===== config.mk =====
export PLATFORM = sky130hd
export DESIGN_NAME = apb_master_bridge
export DESIGN_NICKNAME = d
export VERILOG_FILES = /design/src/rtl/apb_pkg.sv /design/src/rtl/apb_addr_decoder.sv /design/src/rtl/apb_master_bridge.sv
export SDC_FILE = /design/constraint.sdc
export NUM_CORES = 1
export LEC_CHECK = 0
export ABC_AREA = 1
export CAP_MARGIN = 10
export CORE_MARGIN = 3
export CORE_UTILIZATION = 41
export DETAILED_ROUTE_END_ITERATION = 12
export GPL_ROUTABILITY_DRIVEN = 0
export GPL_TIMING_DRIVEN = 0
export PLACE_DENSITY_LB_ADDON = 0.12
export SLEW_MARGIN = 5
export SYNTH_ARGS = -nofsm -noshare
export SYNTH_HDL_FRONTEND = slang
export SYNTH_SLANG_ARGS = --single-unit

===== constraint.sdc =====
create_clock -name PCLK -period 4.3 [get_ports PCLK]
set_input_delay 0.43 -clock PCLK [delete_from_list [all_inputs] [get_ports PCLK]]
set_output_delay 0.43 -clock PCLK [all_outputs]
set_load 0.005 [all_outputs]

===== src/rtl/apb_pkg.sv =====
// Shared types and constants for the APB master bridge and its address decoder.
package apb_pkg;

    typedef enum logic [1:0] {
        IDLE   = 2'd0,
        SETUP  = 2'd1,
        ACCESS = 2'd2
    } apb_state_e;

    localparam int          APB_SLV_NUM      = 4;
    localparam int          APB_SLOT_BITS    = 4;
    localparam logic [31:0] APB_DEFAULT_BASE = 32'h1000_0000;

endpackage


===== src/rtl/apb_addr_decoder.sv =====
// Maps the upper address bits to an APB slot: 4 KB slots starting at APB_BASE.
module apb_addr_decoder
    import apb_pkg::*;
#(
    parameter logic [31:0] APB_BASE = APB_DEFAULT_BASE
) (
    input  logic [31:12]           addr_hi,
    output logic                   hit,
    output logic [1:0]             slot,
    output logic [APB_SLV_NUM-1:0] psel_onehot
);

    logic [APB_SLOT_BITS-1:0] slot_field;

    assign slot_field = addr_hi[15:12];
    assign hit        = (addr_hi[31:16] == APB_BASE[31:16]) &&
                        (slot_field < APB_SLOT_BITS'(APB_SLV_NUM));
    assign slot       = slot_field[1:0];

    generate
        for (genvar gi = 0; gi < APB_SLV_NUM; gi++) begin : g_psel
            assign psel_onehot[gi] = hit && (slot == 2'(gi));
        end
    endgenerate

endmodule


===== src/rtl/apb_master_bridge.sv =====
// Single-request bus to APB3 bridge: decode, SETUP/ACCESS sequencing, return mux, PREADY timeout.
module apb_master_bridge
    import apb_pkg::*;
#(
    parameter logic [31:0] APB_BASE    = APB_DEFAULT_BASE,
    parameter int          TIMEOUT_CYC = 16
) (
    input  logic        PCLK,
    input  logic        PRESET,
    input  logic        transfer,
    input  logic        write,
    input  logic [31:0] addr,
    input  logic [31:0] wdata,
    output logic [31:0] rdata,
    output logic        ready,
    output logic        err,
    output logic [11:0] PADDR,
    output logic        PWRITE,
    output logic [31:0] PWDATA,
    output logic        PENABLE,
    output logic        PSEL0,
    output logic        PSEL1,
    output logic        PSEL2,
    output logic        PSEL3,
    input  logic [31:0] PRDATA0,
    input  logic [31:0] PRDATA1,
    input  logic [31:0] PRDATA2,
    input  logic [31:0] PRDATA3,
    input  logic        PREADY0,
    input  logic        PREADY1,
    input  logic        PREADY2,
    input  logic        PREADY3
);

    localparam int               CNT_W    = $clog2(TIMEOUT_CYC) + 1;
    localparam logic [CNT_W-1:0] CNT_LAST = CNT_W'(TIMEOUT_CYC - 1);
    localparam logic [CNT_W-1:0] CNT_MAX  = '1;

    apb_state_e             state_reg, state_next;
    logic [APB_SLV_NUM-1:0] psel_reg, psel_next;
    logic [1:0]             slot_reg, slot_next;
    logic [11:0]            paddr_reg, paddr_next;
    logic                   pwrite_reg, pwrite_next;
    logic [31:0]            pwdata_reg, pwdata_next;
    logic [CNT_W-1:0]       wait_cnt_reg, wait_cnt_next;
    logic [31:0]            rdata_reg, rdata_next;
    logic                   ready_reg, ready_next;
    logic                   err_reg, err_next;

    logic                   dec_hit;
    logic [1:0]             dec_slot;
    logic [APB_SLV_NUM-1:0] dec_psel;

    logic [31:0]            prdata_arr [APB_SLV_NUM];
    logic [APB_SLV_NUM-1:0] pready_vec;
    logic [31:0]            sel_prdata;
    logic                   sel_pready;
    logic [APB_SLV_NUM-1:0] psel_vec;

    apb_addr_decoder #(
        .APB_BASE (APB_BASE)
    ) u_decoder (
        .addr_hi     (addr[31:12]),
        .hit         (dec_hit),
        .slot        (dec_slot),
        .psel_onehot (dec_psel)
    );

    // Return path follows only the latched slot, so other slaves' PREADY never leaks in.
    assign prdata_arr[0] = PRDATA0;
    assign prdata_arr[1] = PRDATA1;
    assign prdata_arr[2] = PRDATA2;
    assign prdata_arr[3] = PRDATA3;
    assign pready_vec    = {PREADY3, PREADY2, PREADY1, PREADY0};
    assign sel_prdata    = prdata_arr[slot_reg];
    assign sel_pready    = pready_vec[slot_reg];

    always_ff @(posedge PCLK) begin
        if (PRESET) begin
            state_reg    <= IDLE;
            psel_reg     <= '0;
            slot_reg     <= '0;
            paddr_reg    <= '0;
            pwrite_reg   <= 1'b0;
            pwdata_reg   <= '0;
            wait_cnt_reg <= '0;
            rdata_reg    <= '0;
            ready_reg    <= 1'b0;
            err_reg      <= 1'b0;
        end else begin
            state_reg    <= state_next;
            psel_reg     <= psel_next;
            slot_reg     <= slot_next;
            paddr_reg    <= paddr_next;
            pwrite_reg   <= pwrite_next;
            pwdata_reg   <= pwdata_next;
            wait_cnt_reg <= wait_cnt_next;
            rdata_reg    <= rdata_next;
            ready_reg    <= ready_next;
            err_reg      <= err_next;
        end
    end

    always_comb begin
        state_next    = state_reg;
        psel_next     = psel_reg;
        slot_next     = slot_reg;
        paddr_next    = paddr_reg;
        pwrite_next   = pwrite_reg;
        pwdata_next   = pwdata_reg;
        wait_cnt_next = wait_cnt_reg;
        rdata_next    = rdata_reg;
        ready_next    = 1'b0;
        err_next      = 1'b0;

        case (state_reg)
            IDLE: begin
                if (transfer) begin
                    paddr_next  = addr[11:0];
                    pwrite_next = write;
                    pwdata_next = wdata;
                    if (dec_hit) begin
                        psel_next     = dec_psel;
                        slot_next     = dec_slot;
                        wait_cnt_next = '0;
                        state_next    = SETUP;
                    end else begin
                        // Decode miss completes immediately without touching the APB.
                        ready_next = 1'b1;
                        err_next   = 1'b1;
                        rdata_next = '0;
                    end
                end
            end
            SETUP: begin
                state_next = ACCESS;
            end
            ACCESS: begin
                if (sel_pready) begin
                    ready_next = 1'b1;
                    rdata_next = pwrite_reg ? 32'd0 : sel_prdata;
                    state_next = IDLE;
                end else if (wait_cnt_reg == CNT_LAST) begin
                    ready_next = 1'b1;
                    err_next   = 1'b1;
                    rdata_next = '0;
                    state_next = IDLE;
                end else if (wait_cnt_reg != CNT_MAX) begin
                    wait_cnt_next = wait_cnt_reg + CNT_W'(1);
                end
            end
            default: begin
                state_next = IDLE;
            end
        endcase
    end

    assign psel_vec = (state_reg == IDLE) ? '0 : psel_reg;
    assign PSEL0    = psel_vec[0];
    assign PSEL1    = psel_vec[1];
    assign PSEL2    = psel_vec[2];
    assign PSEL3    = psel_vec[3];
    assign PENABLE  = (state_reg == ACCESS);
    assign PADDR    = paddr_reg;
    assign PWRITE   = pwrite_reg;
    assign PWDATA   = pwdata_reg;
    assign rdata    = rdata_reg;
    assign ready    = ready_reg;
    assign err      = err_reg;

endmodule


==> metrics.csv <==
metric;value;unit
status;complete, no violations;
max_cap viols;0;
Startpoint Class;register;
post-CTS sizing;0;
CTS clock-pin slew for the worst setup and hold paths;0.07;ns
final WL;17600;um
Root Buffer;clkbuf_16;
CTS tree;built;
cells after synthesis;740;
r2r startpoint;wait_cnt_reg[0];
Setup violations, final;0;
core box area;0.0110;sq mm
initial antenna violation count;0;
Sink Count;92;
Seq/Total Area, Yosys;0.395;
n_diodes;0;
wire per inst;14.9;um
Worst-Skew Late Latency;0.34;ns
Least-Margin Pin Slew;0.616;ns
Yosys top cell area share;0.395;
RSZ-0062 raised after global routing;no;
register bit total from synthesis;92;
total power;2.21;mW
Max Clk Rate;454;MHz
Peak supply drop;0.175;mV
routed vias/inst;4.90;
hpwl dp;13800;um
Final Cycle Share;0.512;
Hold Buf Count CTS;0;
Synth area leaders;dfxtp_1 40%, nor2_1 25%, o21ai_0 12%, a21oi_1 4.9%, o21ai_1 3.2%;
Min-Delay Path Class;register to register;
H-tree levels;3;
synthesized area;0.00466;sq mm
Synth cell types;24;
P_leak;3.10;nW
First DRT Iteration DRCs;343;
DRC Markers;0;
worst-path fanout max;10;
IO Port Bufs;282;
Total Routing Usage GR;0.270;
Final nets;1236;
CTS buffer count;9;
Worst Setup End Kind;output pin;
setup slack after layout;2.10;ns
first-pass GRT wire length;27700;um
Hold Worst Slack;0.474;ns
worst-case clock buffer depth;2;
Pre-Repair DR Iteration Count;5;
Die X;113;um
YS warnings;0;
average size of a mapped cell;6.30;sq um
Crit Path Class;register to output pin;
final core utilization;0.728;
most frequent cells in the layout;313 x nor2_1, 282 x clkdlybuf4s50_1, 114 x o21ai_0;
setup bufs post-CTS;0;
Sum Neg Setup Slack;0;ns
WP data required;3.87;ns
Starting Density;0.424;
Tmin final;2.20;ns
FILL cells;950;
Synth area leader;dfxtp_1;
arrival time worst endpoint;1.77;ns
clock skew;0.0104;ns
commonest non-fill, non-tap cell in the layout;nor2_1;
total grt overflow;0;
Slew Limit Fails;0;
Hold Crit Start;psel_reg[1];
Cell Pwr Density;277;mW/mm^2
layout cells sized above 1;0.0482;
Die Y;113;um
antenna-violating nets left;0;
post-synth net total;943;
Crit. Startpoint;state_reg[0];
P&R area growth vs syn;71.5;%
DP Worst Slack;1.96;ns
IO Count;284;
via count;5767;
vias in the first global route;5699;
largest net degree at the start of global routing;17;
num rows;38;
Hold Violations, Final;0;
Slew Limit Headroom;0.590;
total die area;0.0127;sq mm
==> path summary, 6_finish.rpt <==
kind,slack [ns],cells after the start,end
worst min register to register,0.47,2,psel_reg[1]
worst min-delay path,0.47,2,psel_reg[1]
worst max-delay path,2.10,4,PSEL0
worst max register to register,2.37,12,rdata[31]
==> worst max-delay path, cell delays in order, from the launching register on <==
cell and delay, ns:
dfxtp_1 0.34, nor2_2 0.19, clkbuf_1 0.34, nor2_1 0.10
clkdlybuf4s50_1 0.46
==> final cells by class <==
| type | count | area, sq um | area share |
|---|---|---|---|
| plain buffers | 50 | 235 | 0.0294 |
| clock buffers | 10 | 239 | 0.0299 |
| clock inverters | 6 | 93.8 | 0.0117 |
| inverters | 25 | 97.6 | 0.0122 |
| multi-input cells | 573 | 2480 | 0.311 |
| flip-flops and latches | 92 | 1840 | 0.231 |
| well taps | 140 | 175 | 0.0219 |
| repair buffers | 282 | 2820 | 0.353 |
==> per-stage QoR <==
stage,area [sq um],cells
final,7990,1178
after global routing,7990,1178
after CTS,7990,1178
after detailed placement,7660,1162
after global placement,7660,1162
after floorplan,4660,740
==> cell usage after synthesis <==
library cell / n
a21oi_1: 46
a31oi_1: 1
buf_1: 1
buf_2: 14
buf_6: 4
clkbuf_1: 31
clkinv_1: 1
clkinv_2: 1
dfxtp_1: 92
ha_1: 3
inv_1: 19
inv_2: 3
inv_4: 1
nand2_1: 35
nand2_2: 4
nand3_1: 13
nand4_1: 4
nor2_1: 313
nor2_2: 3
nor2_4: 2
nor3_1: 3
o21ai_0: 114
o21ai_1: 30
or2_2: 2
==> metal layers <==
metal	GRT usage	up-vias	wire [um]
met5	0	-	0
met4	0.0865	0	446
met3	0.0868	26	1470
met2	0.486	216	8880
met1	0.300	2557	6810
li1	-	2968	-
==> where the power goes <==
| part | switching [mW] | internal (mW) | leakage, nW |
|---|---|---|---|
| Clock | 0.354 | 0.531 | 0.160 |
| Sequential | 0.0217 | 0.896 | 0.759 |
| Combinational | 0.139 | 0.273 | 2.18 |
| Total | 0.514 | 1.70 | 3.10 |
==> cell families after synthesis <==
| logic type | synth area share |
|---|---|
| buffers and inverters | 0.0714 |
| flip-flops | 0.395 |
| AND/OR/NAND/NOR | 0.320 |
| adder cells (fa/ha/maj) | 0.00806 |
| AO/OA/AOI/OAI | 0.205 |
Power figures use the tool's default switching activity.
